`src/rtl/cinco_mdu_pkg.sv`:
```
// Shared types for the iterative multiply/divide unit: RV32M funct3 encodings,
// FSM states and a small decode helper.
package cinco_mdu_pkg;

   typedef enum logic [2:0] {
      OpMul    = 3'b000,
      OpMulh   = 3'b001,
      OpMulhsu = 3'b010,
      OpMulhu  = 3'b011,
      OpDiv    = 3'b100,
      OpDivu   = 3'b101,
      OpRem    = 3'b110,
      OpRemu   = 3'b111
   } mdu_op_e;

   typedef enum logic [1:0] {
      IDLE,
      CALC,
      FIX,
      DONE
   } mdu_state_e;

   function automatic logic is_div(input mdu_op_e op);
      return op[2];
   endfunction

endpackage

```
`src/rtl/alu_mdu.sv`:
```
// Iterative RV32M multiply/divide unit: one shared shift-add / restoring-divide
// datapath retiring one result bit per cycle, valid/ready on both sides.
module alu_mdu
   import cinco_mdu_pkg::*;
#(
   parameter int unsigned XLEN = 32
) (
   input  logic            clk,
   input  logic            rst_n,
   input  logic            kill,
   input  logic            in_valid,
   output logic            in_ready,
   input  logic [2:0]      op,
   input  logic [XLEN-1:0] a,
   input  logic [XLEN-1:0] b,
   output logic            out_valid,
   input  logic            out_ready,
   output logic [XLEN-1:0] result,
   output logic            div_zero,
   output logic            busy
);

   localparam int unsigned CNT_W = $clog2(XLEN + 1);

   mdu_state_e        state_q, state_d;
   mdu_op_e           op_q, op_d, op_in;
   logic [CNT_W-1:0]  cnt_q, cnt_d;
   logic [2*XLEN-1:0] acc_q, acc_d;
   logic [XLEN-1:0]   opnd_q, opnd_d, res_q, res_d;
   logic              neg_q, neg_d, dz_q, dz_d;

   logic              a_sgn, b_sgn, a_neg, b_neg, b_zero, ovf;
   logic [XLEN-1:0]   a_mag, b_mag;
   logic [XLEN:0]     mul_sum, div_sh, div_diff;
   logic [2*XLEN-1:0] mul_step, div_step, prod_fix;
   logic [XLEN-1:0]   quo_fix, rem_fix, fix_res;

   assign op_in  = mdu_op_e'(op);
   assign a_sgn  = op_in inside {OpMulh, OpMulhsu, OpDiv, OpRem};
   assign b_sgn  = op_in inside {OpMulh, OpDiv, OpRem};
   assign a_neg  = a_sgn & a[XLEN-1];
   assign b_neg  = b_sgn & b[XLEN-1];
   assign a_mag  = a_neg ? -a : a;
   assign b_mag  = b_neg ? -b : b;
   assign b_zero = (b == '0);
   assign ovf    = (op_in inside {OpDiv, OpRem}) && (a == {1'b1, {(XLEN-1){1'b0}}}) && (&b);

   // Multiply: acc = {partial, multiplier}; add multiplicand on LSB, shift right.
   assign mul_sum  = {1'b0, acc_q[2*XLEN-1:XLEN]} + (acc_q[0] ? {1'b0, opnd_q} : '0);
   assign mul_step = {mul_sum, acc_q[XLEN-1:1]};

   // Divide: acc = {remainder, dividend/quotient}; shift left, keep the difference
   // only when it does not borrow.
   assign div_sh   = {acc_q[2*XLEN-1:XLEN], acc_q[XLEN-1]};
   assign div_diff = div_sh - {1'b0, opnd_q};
   assign div_step = div_diff[XLEN] ? {div_sh[XLEN-1:0], acc_q[XLEN-2:0], 1'b0}
                                    : {div_diff[XLEN-1:0], acc_q[XLEN-2:0], 1'b1};

   assign prod_fix = neg_q ? -acc_q : acc_q;
   assign quo_fix  = neg_q ? -acc_q[XLEN-1:0] : acc_q[XLEN-1:0];
   assign rem_fix  = neg_q ? -acc_q[2*XLEN-1:XLEN] : acc_q[2*XLEN-1:XLEN];
   assign fix_res  = is_div(op_q)    ? (op_q[1] ? rem_fix : quo_fix) :
                     (op_q == OpMul) ? prod_fix[XLEN-1:0] : prod_fix[2*XLEN-1:XLEN];

   always_comb begin
      state_d = state_q;
      op_d    = op_q;
      cnt_d   = cnt_q;
      acc_d   = acc_q;
      opnd_d  = opnd_q;
      res_d   = res_q;
      neg_d   = neg_q;
      dz_d    = dz_q;
      if (kill) begin
         state_d = IDLE;
      end else begin
         unique case (state_q)
            IDLE: begin
               if (in_valid) begin
                  op_d = op_in;
                  dz_d = 1'b0;
                  if (is_div(op_in) && b_zero) begin
                     res_d   = op_in[1] ? a : '1;
                     dz_d    = 1'b1;
                     state_d = DONE;
                  end else if (ovf) begin
                     res_d   = op_in[1] ? '0 : a;
                     state_d = DONE;
                  end else begin
                     // Remainder follows the dividend; everything else the product/quotient.
                     neg_d   = (is_div(op_in) && op_in[1]) ? a_neg : (a_neg ^ b_neg);
                     acc_d   = {{XLEN{1'b0}}, is_div(op_in) ? a_mag : b_mag};
                     opnd_d  = is_div(op_in) ? b_mag : a_mag;
                     cnt_d   = CNT_W'(XLEN - 1);
                     state_d = CALC;
                  end
               end
            end
            CALC: begin
               acc_d = is_div(op_q) ? div_step : mul_step;
               if (cnt_q == '0) begin
                  state_d = FIX;
               end else begin
                  cnt_d = cnt_q - CNT_W'(1);
               end
            end
            FIX: begin
               res_d   = fix_res;
               state_d = DONE;
            end
            DONE: begin
               if (out_ready) begin
                  state_d = IDLE;
               end
            end
            default: state_d = IDLE;
         endcase
      end
   end

   always_ff @(posedge clk or negedge rst_n) begin
      if (!rst_n) begin
         state_q <= IDLE;
         op_q    <= OpMul;
         cnt_q   <= '0;
         acc_q   <= '0;
         opnd_q  <= '0;
         res_q   <= '0;
         neg_q   <= 1'b0;
         dz_q    <= 1'b0;
      end else begin
         state_q <= state_d;
         op_q    <= op_d;
         cnt_q   <= cnt_d;
         acc_q   <= acc_d;
         opnd_q  <= opnd_d;
         res_q   <= res_d;
         neg_q   <= neg_d;
         dz_q    <= dz_d;
      end
   end

   assign in_ready  = (state_q == IDLE);
   assign busy      = (state_q != IDLE);
   assign out_valid = (state_q == DONE);
   assign result    = res_q;
   assign div_zero  = dz_q;

endmodule

```
`config.mk`:
```
export PLATFORM = sky130hd
export DESIGN_NAME = alu_mdu
export DESIGN_NICKNAME = d
export VERILOG_FILES = /design/src/rtl/cinco_mdu_pkg.sv /design/src/rtl/alu_mdu.sv
export SDC_FILE = /design/constraint.sdc
export NUM_CORES = 1
export LEC_CHECK = 0
export CAP_MARGIN = 20
export CORE_ASPECT_RATIO = 2
export CORE_MARGIN = 2
export CORE_UTILIZATION = 50
export CTS_CLUSTER_DIAMETER = 100
export DETAILED_ROUTE_END_ITERATION = 7
export PLACE_DENSITY = 0.74
export SYNTH_ARGS = -nofsm -noshare
export SYNTH_HDL_FRONTEND = slang
export SYNTH_SLANG_ARGS = --single-unit
```
`constraint.sdc`:
```
create_clock -name clk -period 8.25 [get_ports clk]
set_clock_uncertainty 0.1 [all_clocks]
set_input_delay 0.825 -clock clk [delete_from_list [all_inputs] [get_ports clk]]
set_output_delay 0.825 -clock clk [all_outputs]
set_load 0.05 [all_outputs]
```
==> impl_metrics.csv <==
group,metric,value,unit
status,run_status,"completed",
die,core,30700,um^2
layout,drive_gt1_share,5.58,%
clocking,clockBufferDepth,2,
clocking,post_cts_resized,0,
place,dpl.cell_count,2456,
die,die_width,129,um
worst_setup_path,r2r_slack,3560,ps
clocking,cts_sinks,141,
clocking,ctsRootBufferMaster,"clkbuf_16",
yosys,yosysSeqAreaShare,22.7,%
worst_setup_path,startpoint_type,"register",
power_and_ir_drop,irDropWorstVdd,0.219,mV
grt,grt_first_pass_wirelength,94200,um
worst_setup_path,arrival,4960,ps
clocking,cts_made_buffers,17,
detailed_routing,wirelength,62400,um
yosys,synth_area_per_cell,7.44,um^2
worst_setup_path,rr_endpoint,"acc_q[63]",
power_and_ir_drop,leakage,7.22,nW
clocking,htreeDepth,4,
worst_setup_path,crit_fanout,12,
flow_run,maxCapViolCount,0,
detailed_routing,drt_iter0_markers,1448,
yosys,synth-seq-cells,141,
yosys,netlist_area,15600,um^2
clocking,path_clk_slew,70,ps
worst_setup_path,ff2ff_path_depth,13,
sta,setup_viol,0,
place,place_ws,3260,ps
sta,tns,0,ps
worst_setup_path,end_kind,"register",
detailed_routing,ant_nets,0,
yosys,synth_edf_count,0,
place,place_hpwl,49700,um
detailed_routing,vias_per_cell,6.52,
detailed_routing,drc,0,
power_and_ir_drop,p_per_area,427,nW/um^2
grt,overflow,0,
clocking,ctsHoldBuffers,0,
worst_setup_path,path_delay_family,"compound AO/OA/AOI/OAI gates",
sta,worst_slew_pin_slew,1020,ps
sta,min_period,4690,ps
worst_setup_path,crit_top_cell,"o31ai_1",
layout,n_antenna_cell,0,
sta,timing.hold.ws,271,ps
sta,finalHoldViolCount,0,
place,gp_congestion,1.04,
yosys,synth.distinct_cells,86,
die,std_cell_rows,91,
layout,final_net_count,2253,
grt,grt_pass1_vias,16000,
worst_setup_path,required,8510,ps
layout,final_cells,2488,
grt,grt_max_degree,87,
clocking,cts_tree,"yes",
clocking,cts_setup_buffers,0,
layout,final_core_util,56.5,%
sta,finalCritPeriodShare,56.9,%
die,start_util,50.6,%
worst_setup_path,worstSetupPathType,"register to register",
min_path,hold_path.class,"input pin to asynchronous set/reset pin",
yosys,synth_ff_type,"dfrtp_1",
detailed_routing,dr.pass1.iters,5,
sta,rsz0062_at_grt,"no",
sta,slew_violations,0,
detailed_routing,avgRoutedWirePerCell,25.1,um
worst_setup_path,cpPeakStageDelay,790,ps
worst_setup_path,r2r-start,"acc_q[32]",
die,dieArea,32600,um^2
yosys,ys_async_sr_fraction,100,%
die,die-height,254,um
worst_setup_path,worstPathCellList,"ha_1 -> inv_1 -> fa_1 -> nand2b_1 -> a21oi_1 -> o31ai_1 -> buf_4 -> o21ai_0 -> o221ai_1 -> o31ai_1 -> nor3b_1 -> o41a_1 -> a311oi_1",
clocking,clock_latency,470,ps
die,pin_count,108,
sta,layout_setup_ws,3560,ps
layout,fill_cells,2951,
worst_setup_path,slowest_stage,"dfrtp_1",
grt,grt_usage,38.6,%
worst_setup_path,path_buf_inv,2,
place,port_buffers,107,
layout,syn_to_final_growth,11.5,%
sta,max_freq,0.213,GHz
grt,antenna_found_initial,1,
sta,max_slew_margin,31.2,%
yosys,syn_nets,2240,
yosys,yosysWarnings,0,
yosys,syn_inst,2091,
detailed_routing,vias,16200,
[metal layers]
layer	track usage [%]	share of wire, %	up-vias
met5	0	0	-
met4	36.7	12	0
met3	6.08	5.0	264
met2	67.3	50	677
met1	38.1	33	7688
li1	-	-	7604
[worst max path at each step]
stage	cells past startpoint	from	endpoint	slack (ps)
after floorplan	13	acc_q[32]	acc_q[48]	4720
after global routing	12	acc_q[32]	acc_q[48]	3380
after detailed placement	14	b[0]	acc_q[63]	3260
final	13	acc_q[32]	acc_q[63]	3560
after CTS	13	acc_q[32]	acc_q[63]	3730
after global placement	14	b[0]	acc_q[63]	3310
[worst register-to-register path: cells and delay by family, from the launching register on]
kind                       cells  cell delay [ps]
and+or+nand+nor                2              320
adders and majority gates      2              910
DFF                            1              790
buffers and inverters          2              270
AOI/OAI and AO/OA              7             2200
[sequential cells by signal (all words and copies together) (netlist names)]
signal and flops:
cnt_q 6, opnd_q 32, result 32, acc_q 64, div_zero 1, state_q 2
op_q 3, neg_q 1
[where the power goes]
group	switching [mW]	internal (mW)	leakage [nW]
Combinational	3.23	1.89	5.18
Sequential	0.542	0.977	1.76
Clock	0.350	0.427	0.271
[through the flow]
stage                     area, um^2  total power [mW]
after floorplan                15600              4.99
after global placement         16800              6.41
after detailed placement       16800              6.47
after CTS                      17300              7.28
after global routing           17400              7.91
final                          17400              7.42
[synthesized netlist by cell type, types with 9 or more instances]
| library cell | instances | area share [%] |
|---|---|---|
| or4_1 | 14 | 0.68 |
| mux2i_1 | 40 | 2.6 |
| a21o_1 | 31 | 1.5 |
| a211oi_1 | 45 | 2.2 |
| xnor2_1 | 103 | 5.8 |
| nand3_1 | 44 | 1.4 |
| mux2_2 | 33 | 2.4 |
| nor2b_1 | 10 | 0.40 |
| o21bai_1 | 14 | 0.68 |
| nand2_1 | 209 | 5.0 |
| o211ai_1 | 9 | 0.43 |
| o221ai_1 | 22 | 1.2 |
| nor3_1 | 34 | 1.1 |
| nand2b_1 | 28 | 1.1 |
| inv_1 | 76 | 1.8 |
| clkbuf_1 | 118 | 2.8 |
| nor4_1 | 17 | 0.68 |
| a22oi_1 | 19 | 0.92 |
| ha_1 | 75 | 6.0 |
| nand4_1 | 20 | 0.80 |
| o21ai_0 | 179 | 5.8 |
| or3_1 | 17 | 0.68 |
| maj3_1 | 22 | 1.4 |
| buf_1 | 9 | 0.22 |
| o22ai_1 | 12 | 0.48 |
| dfrtp_1 | 141 | 23 |
| a21oi_1 | 198 | 6.4 |
| a31oi_1 | 11 | 0.44 |
| o31ai_1 | 36 | 1.7 |
| xor2_1 | 86 | 4.8 |
| nor2_1 | 242 | 5.8 |
| o41ai_1 | 19 | 1.1 |
[cell usage in the layout, fill, tap and decap left out, types with 24 or more instances in the layout]
| master | netlist | final |
|---|---|---|
| nor3_1 | 34 | 34 |
| o31ai_1 | 36 | 36 |
| xnor2_1 | 103 | 102 |
| mux2_2 | 33 | 33 |
| nand3_1 | 44 | 44 |
| o21ai_0 | 179 | 179 |
| a21o_1 | 31 | 31 |
| a21oi_1 | 198 | 198 |
| inv_1 | 76 | 76 |
| xor2_1 | 86 | 86 |
| nor2_1 | 242 | 241 |
| nand2b_1 | 28 | 27 |
| dfrtp_1 | 141 | 139 |
| nand2_1 | 209 | 209 |
| a211oi_1 | 45 | 45 |
| buf_4 | 1 | 24 |
| clkdlybuf4s50_1 | 0 | 105 |
| ha_1 | 75 | 74 |
| mux2i_1 | 40 | 40 |
[layout make-up]
type / count / area, um^2 / share of cell area [%]
clock buffers: 18 / 439 / 2.53
clock inverters: 13 / 131 / 0.757
inverters: 77 / 289 / 1.66
multi-input cells: 1735 / 11200 / 64.6
well taps: 372 / 465 / 2.68
repair buffers: 132 / 1290 / 7.43
flip-flops and latches: 141 / 3530 / 20.3
[cell families (layout without fill, tap and decap cells)]
logic type | count (synthesis) | in the layout | share of synthesized area, %
compound gates | 686 | 686 | 28.1
xor+xnor | 189 | 189 | 10.6
fa+ha+maj | 99 | 99 | 7.70
buf+inv | 215 | 240 | 5.41
flops | 141 | 141 | 22.7
mux | 74 | 74 | 5.10
simple gates | 687 | 687 | 20.4
No activity file was read; power rests on OpenSTA's default activity.
